--- config.mk ---
export PLATFORM = sky130hd
export DESIGN_NAME = lsu_word_rmw
export DESIGN_NICKNAME = d
export VERILOG_FILES = /design/src/rtl/lsu_word_rmw.sv
export SDC_FILE = /design/constraint.sdc
export NUM_CORES = 1
export LEC_CHECK = 0
export BUFFER_PORTS_ARGS = -buffer_cell sky130_fd_sc_hd__buf_2
export CORE_MARGIN = 5
export CORE_UTILIZATION = 44
export DETAILED_ROUTE_END_ITERATION = 10
export MAX_ROUTING_LAYER = met4
export PLACE_DENSITY = 0.74
export SYNTH_ARGS = -nofsm -noshare
export SYNTH_HDL_FRONTEND = slang
export SYNTH_SLANG_ARGS = --single-unit
--- constraint.sdc ---
create_clock -name clk -period 15.3 [get_ports clk]
set_clock_uncertainty 0.15 [all_clocks]
set_input_delay 3.06 -clock clk [delete_from_list [all_inputs] [get_ports clk]]
set_output_delay 3.06 -clock clk [all_outputs]
set_load 0.01 [all_outputs]
--- src/rtl/lsu_word_rmw.sv ---
// Load/store unit between the core memory stage and a word-only data memory.
// Loads and word stores take one memory cycle. Byte and half stores do a
// read-modify-write. Results come back registered with a one-cycle pulse.
//
// Ports:
//   clk, reset              clock (rising edge), async active-high reset
//   req_valid/req_ready     request handshake (ready only while idle)
//   req_we, req_funct3      store flag and RISC-V size code (b/h/w/bu/hu)
//   req_addr, req_wdata     byte address and right-aligned store data
//   rsp_valid               one-cycle completion pulse
//   rsp_rdata, rsp_err      extended load result; error flag (misaligned/illegal)
//   mem_addr, mem_d         word-aligned memory address and write data
//   mem_wen, mem_q          memory write enable; combinational read data
module lsu_word_rmw #(
    parameter int unsigned DWIDTH = 32,
    parameter int unsigned AWIDTH = 32
) (
    input  logic              clk,
    input  logic              reset,
    input  logic              req_valid,
    output logic              req_ready,
    input  logic              req_we,
    input  logic [2:0]        req_funct3,
    input  logic [AWIDTH-1:0] req_addr,
    input  logic [DWIDTH-1:0] req_wdata,
    output logic              rsp_valid,
    output logic [DWIDTH-1:0] rsp_rdata,
    output logic              rsp_err,
    output logic [AWIDTH-1:0] mem_addr,
    output logic [DWIDTH-1:0] mem_d,
    output logic              mem_wen,
    input  logic [DWIDTH-1:0] mem_q
);

    localparam logic [2:0] F3_B  = 3'b000;
    localparam logic [2:0] F3_H  = 3'b001;
    localparam logic [2:0] F3_W  = 3'b010;
    localparam logic [2:0] F3_BU = 3'b100;
    localparam logic [2:0] F3_HU = 3'b101;

    typedef enum logic [2:0] {IDLE, LOAD, RMW_RD, RMW_WR, RESP} state_t;

    state_t state, state_n;

    logic [AWIDTH-1:0] addr_q, addr_n;
    logic [2:0]        f3_q, f3_n;
    logic [DWIDTH-1:0] wdata_q, wdata_n;
    logic [AWIDTH-1:0] mem_addr_n;
    logic [DWIDTH-1:0] mem_d_n, rsp_rdata_n;
    logic              mem_wen_n, rsp_valid_n, rsp_err_n;

    // Request decode, only meaningful while idle
    logic legal_f3, illegal, misaligned;
    always_comb begin
        legal_f3   = (req_funct3 == F3_B)  || (req_funct3 == F3_H) ||
                     (req_funct3 == F3_W)  || (req_funct3 == F3_BU) ||
                     (req_funct3 == F3_HU);
        illegal    = !legal_f3 || (req_we && req_funct3[2]);
        misaligned = ((req_funct3[1:0] == 2'b01) && req_addr[0]) ||
                     ((req_funct3[1:0] == 2'b10) && (req_addr[1:0] != 2'b00));
    end

    // Lane extraction for loads and lane insertion for sub-word stores
    logic [7:0]        lane_b;
    logic [15:0]       lane_h;
    logic [DWIDTH-1:0] load_ext, merged;
    always_comb begin
        lane_b = mem_q[{addr_q[1:0], 3'b000} +: 8];
        lane_h = mem_q[{addr_q[1], 4'b0000} +: 16];
        case (f3_q)
            F3_B:    load_ext = {{(DWIDTH-8){lane_b[7]}}, lane_b};
            F3_BU:   load_ext = {{(DWIDTH-8){1'b0}}, lane_b};
            F3_H:    load_ext = {{(DWIDTH-16){lane_h[15]}}, lane_h};
            F3_HU:   load_ext = {{(DWIDTH-16){1'b0}}, lane_h};
            default: load_ext = mem_q;
        endcase
        merged = mem_q;
        if (f3_q[0]) merged[{addr_q[1], 4'b0000} +: 16] = wdata_q[15:0];
        else         merged[{addr_q[1:0], 3'b000} +: 8] = wdata_q[7:0];
    end

    assign req_ready = (state == IDLE);

    // Next state and next values of every registered output
    always_comb begin
        state_n     = state;
        addr_n      = addr_q;
        f3_n        = f3_q;
        wdata_n     = wdata_q;
        mem_addr_n  = '0;
        mem_d_n     = '0;
        mem_wen_n   = 1'b0;
        rsp_valid_n = 1'b0;
        rsp_rdata_n = rsp_rdata;
        rsp_err_n   = rsp_err;

        case (state)
            IDLE: begin
                if (req_valid) begin
                    addr_n  = req_addr;
                    f3_n    = req_funct3;
                    wdata_n = req_wdata;
                    if (illegal || misaligned) begin
                        state_n   = RESP;
                        rsp_err_n = 1'b1;
                    end else if (!req_we) begin
                        state_n = LOAD;
                    end else if (req_funct3 == F3_W) begin
                        state_n = RMW_WR;
                        mem_d_n = req_wdata;
                    end else begin
                        state_n = RMW_RD;
                    end
                end
            end
            LOAD: begin
                rsp_rdata_n = load_ext;
                rsp_err_n   = 1'b0;
                state_n     = RESP;
            end
            RMW_RD: begin
                // mem_d doubles as the merge register for the write cycle
                mem_d_n = merged;
                state_n = RMW_WR;
            end
            RMW_WR: begin
                rsp_err_n = 1'b0;
                state_n   = RESP;
            end
            RESP:    state_n = IDLE;
            default: state_n = IDLE;
        endcase

        if (state_n == LOAD || state_n == RMW_RD || state_n == RMW_WR)
            mem_addr_n = {addr_n[AWIDTH-1:2], 2'b00};
        mem_wen_n   = (state_n == RMW_WR);
        rsp_valid_n = (state_n == RESP);
    end

    // State and output registers
    always_ff @(posedge clk or posedge reset) begin
        if (reset) begin
            state     <= IDLE;
            addr_q    <= '0;
            f3_q      <= '0;
            wdata_q   <= '0;
            mem_addr  <= '0;
            mem_d     <= '0;
            mem_wen   <= 1'b0;
            rsp_valid <= 1'b0;
            rsp_rdata <= '0;
            rsp_err   <= 1'b0;
        end else begin
            state     <= state_n;
            addr_q    <= addr_n;
            f3_q      <= f3_n;
            wdata_q   <= wdata_n;
            mem_addr  <= mem_addr_n;
            mem_d     <= mem_d_n;
            mem_wen   <= mem_wen_n;
            rsp_valid <= rsp_valid_n;
            rsp_rdata <= rsp_rdata_n;
            rsp_err   <= rsp_err_n;
        end
    end

endmodule

* Word-level counts from Yosys, hierarchy flattened *
Cells that the tools add are included.

cells by class
  add/sub/neg operators = 2
  equal/unequal tests = 18
  reduce and logical (&&, ||, !) cells = 21
  multiplexer cells = 20
  shift operators = 6

operator list
  operator                   count
  $mux W32                   8
  $pmux W32 S4               1
  $bwmux W32                 2
  $pmux W32 S2               1
  $shift A16 B7 Y32 const A  1
  $shift A8 B7 Y32 const A   1
  $shiftx A16 B7 Y32         1
  $shiftx A32 B6 Y16         1
  $shiftx A32 B6 Y8          1
  $shiftx A8 B7 Y32          1
  $eq A3 B2 Y1 const B       5
  $eq A3 B3 Y1 const B       5
  $neg A5 Y7                 2
  $eq A3 B1 Y1 const B       4
  $logic_not A3 Y1           3
  $logic_or A1 B1 Y1         9
  $pmux W3 S3                1
  $mux W3                    2
  $reduce_bool A2 Y1         2
  $logic_and A1 B1 Y1        3
  $mux W1                    3
  $reduce_and A3 Y1          1
  $eq A2 B1 Y1 const B       1
  $eq A2 B2 Y1 const B       1
  7 further kinds            7

storage, ports and cells
  word-level logic and storage cells = 78
  flip-flop bits (word level) = 153
  input port bits = 103

* Longest topological paths before layout *
  depth after elaboration = 15
  depth in mapped cells = 8

* Least setup slack after synthesis *
OpenSTA, ideal clock, no wires.

  kind = input port to flip-flop
  start point = input port req_funct3[0]
  end point = register mem_d[12]
  arrival time = 4.477 ns
  setup time = 0.065 ns
  stages = 5
  slack = 10.608 ns
  path through = or4_4 -> a2111oi_4 -> buf_6 -> buf_12 -> a22o_1

on the way
  longest elaborated chain between the ends = 11
  elaborated cells between the ends (all ways) = 22

ends and longest elaborated chain
  element                                           RTL line  text
  start: declaration                                23        input logic [2:0] req_funct3,
  $eq A3 B1 Y1 or $logic_not A3 Y1 (tied branches)  55        legal_f3 = (req_funct3 == F3_B) || (req_funct3 == F3_H) ||
  $logic_or A1 B1 Y1 (2 in series)                  55
  $logic_or A1 B1 Y1 (2 in series)                  56        (req_funct3 == F3_W) || (req_funct3 == F3_BU) ||
  $logic_not A1 Y1                                  58        illegal = !legal_f3 || (req_we && req_funct3[2]);
  $logic_or A1 B1 Y1                                58
  $logic_or A1 B1 Y1                                103       if (illegal || misaligned) begin
  $mux W32 (*)                                      103
  $mux W32 (*)                                      99        if (req_valid) begin
  $pmux W32 S2 (*)                                  97        case (state)
  named net mem_d_n[12]                             49        logic [DWIDTH-1:0] mem_d_n, rsp_rdata_n;
  end signal: assignment                            159       mem_d <= mem_d_n;
  end: declaration                                  30        output logic [DWIDTH-1:0] mem_d,

The timed path passes the listed nets; every way through them passes the cells marked *.
A chain may end at the register's enable or synchronous reset.

* Final worst setup path *
  start point = input port req_valid
  end point = register mem_d[17]

on the way
  longest elaborated chain between the ends = 2

ends and longest elaborated chain
  element                RTL line  text
  start: declaration     20        input logic req_valid,
  $mux W32               99
  $pmux W32 S2           97
  named net mem_d_n[17]  49

The timed path passes the listed nets, and every way through them passes these cells.

==> impl_metrics.ini <==
[floorplan]
io_pins = 203
start_util = 0.4496
fp.dieH_um = 134.9
coreArea_sq_um = 15260
num_rows = 45
die_w_um = 134.9
die_area_sq_um = 18190

[min_path]
min_path_cells = 2
min_from = addr_q[30]
holdPathEnd = addr_q[30]
hold_path.class = reg -> reg

[route]
dr.pass1.iters = 5
vias_per_cell = 5.455
final_antenna_net_count = 0
drt-initial-drc-count = 281
drc = 0
vias = 5482
routed_wl_um = 19430
post_drt_wl_per_cell_um = 19.34

[clock_network]
postCtsSetupRepairBufs = 0
cts_made_buffers = 17
cts_resized = 0
cts_max_path_buffers = 2
root_buffer = clkbuf_16
ctsHoldBuffers = 0
clkTransAtPathRegs_ns = 0.07
h-tree-depth = 4
clock_sink_count = 151
cts_tree = yes
clk_latency_ns = 0.42

[critical_path]
r2r_start = addr_q[1]
endpoint_kind = flip-flop
start_kind = primary input
required_ns = 15.50
worstReg2RegEnd = mem_d[10]
critical_path_class = in -> reg
crit_fanout = 36
reg2reg_depth = 7
reg2reg_slack_ns = 11.99
worst_ep_arrival_time_ns = 5.38

[yosys]
ys_types = 46
seq_area_frac_synth = 0.5508
netlist_area_sq_um = 6860
netlist_instances = 590
avgSynthCellArea_sq_um = 11.63
ys_seq_elements = 151
ys.warnings.count = 0

[cells_and_area]
fin_util = 0.5643
syn_to_final_growth_pct = 25.52
fillers = 1374
nets = 885
design_area_sq_um = 8611
final_layout_size_suffix_gt1_frac = 0.4000
layout_common_cells = buf_2, dfrtp_1, mux2_2, nand2_1, a21oi_1
final_common_cell = buf_2

[sta]
fmax_ghz = 0.1933
worstMarginPinSlew_ns = 1.114
setup_tns_ns = 0
finalSetupViolCount = 0
holdWs_ns = 0.3300
rsz0062_at_grt = no
hold_violations = 0
drv_slew = 0
post-route-period-util = 0.3382
max_slew_margin = 0.2572
min_period_ns = 5.174

[grt]
met2_usage = 0.3494
grtUsageMet3 = 0.07265
use_met1 = 0.2692
grt_max_degree = 82
grt_overflow = 0
grt-busiest-layer = met2
antenna_found_initial = 4
grt_pass1_vias = 5435
grt_use_total = 0.2223
grt_pass1_wl_um = 30000

[power]
leakage_uw = 0.004257
ir_worst_vdd_uv = 140.0
power_density_nw_per_um2 = 209.2

[run]
max-cap-violations = 0

[place]
hpwl_um = 13610
routabilityCongestion = 0.8261
placed_area_sq_um = 7998
port_buffers = 200

[status]
status = finished, final reports clean
[synthesized netlist by cell type (all sizes together)]
cell type | count | share of area
nor4 | 1 | 0.00091
a41oi | 1 | 0.0013
a22o | 24 | 0.032
and2 | 10 | 0.010
buf | 16 | 0.018
a211oi | 1 | 0.0018
a2111oi | 1 | 0.0040
nor3 | 5 | 0.0036
nand2b | 7 | 0.0064
nor2b | 31 | 0.028
nand3 | 33 | 0.024
a21o | 1 | 0.0011
a31oi | 3 | 0.0027
a221o | 32 | 0.047
mux4 | 1 | 0.0033
o21ai | 23 | 0.017
mux2i | 30 | 0.044
or4b | 1 | 0.0015
dfrtp | 151 | 0.55
or3 | 6 | 0.0055
clkbuf | 28 | 0.015
a311oi | 1 | 0.0013
conb | 1 | 0.00055
nor4bb | 1 | 0.0015
or4 | 1 | 0.0016
a21oi | 45 | 0.033
clkinv | 2 | 0.0011
a211o | 1 | 0.0013
nand2 | 45 | 0.025
o211ai | 1 | 0.0011
o21bai | 1 | 0.0011
nor3b | 1 | 0.0011
or3b | 3 | 0.0038
nor2 | 10 | 0.0055
ha | 5 | 0.0091
inv | 7 | 0.0038
mux2 | 50 | 0.082
nand3b | 9 | 0.0098
[critical path, stage by stage]
cell	delay [ns]
buf_2	0.09
or4b_2	0.82
buf_4	0.40
a2111oi_4	0.27
buf_4	0.40
and2_2	0.20
a221o_1	0.10
[layer usage]
layer  share of wire  vias to the layer above
met4           0.026                        0
li1                -                     2517
met3           0.097                       35
met1            0.39                     2671
met2            0.48                      259
met5               0                        -
[layout make-up]
class                      instances  area, sq um  area share
clock buffer                      17        425.4     0.04940
inverter                           9        38.79    0.004505
sequential                       151         3781      0.4391
tap                              211        264.0     0.03066
timing repair buffer             211         1084      0.1258
multi-input combinational        387         2830      0.3287
antenna                            4        10.01    0.001162
clock inverter                    15        177.7     0.02063
[report_power, final]
group          switching (uW)  internal [uW]  total, uW
logic                     378            311        688
registers                 120            564        684
clock network             182            248        430
[logic make-up (layout without fill, tap and decap cells)]
kind of cell               after synthesis  count (layout)  share of synthesized area
DFF                                    151             151                     0.5508
buffers and inverters                   53             252                    0.03848
and+or+nand+nor                        164             164                     0.1282
muxes                                   81              81                     0.1291
adders and majority gates                5               5                   0.009119
other                                    1               6                  0.0005466
AOI/OAI and AO/OA                      135             135                     0.1437
[flip-flops by register name (all words and copies together) (netlist names)]
| signal | flops |
|---|---|
| mem_addr | 30 |
| rsp_rdata | 32 |
| rsp_err | 1 |
| rsp_valid | 1 |
| f3_q | 3 |
| mem_d | 32 |
| mem_wen | 1 |
| addr_q | 32 |
| state | 3 |
| wdata_q | 16 |
[per-stage QoR]
step | power, uW | setup WS [ns] | std cells
global route | 1916 | 9.990 | 1005
floorplan | 1136 | 8.025 | 591
CTS | 1817 | 10.13 | 1001
global placement | 1361 | 9.755 | 969
finish | 1802 | 10.13 | 1005
detailed placement | 1381 | 9.697 | 969
[worst max-delay path by stage]
| stage | from | end | slack, ns | cells past startpoint |
|---|---|---|---|---|
| 2_1_floorplan | reset | addr_q[0] | 8.03 | 1 |
| 3_3_place_gp | req_valid | mem_d[20] | 9.76 | 7 |
| 3_5_place_dp | req_valid | mem_d[17] | 9.70 | 7 |
| 4_1_cts | req_valid | mem_d[17] | 10.13 | 7 |
| 5_1_grt | req_valid | mem_d[21] | 9.99 | 7 |
| 6_report | req_valid | mem_d[17] | 10.13 | 7 |
Note: power is estimated with default switching activity, not from simulation.
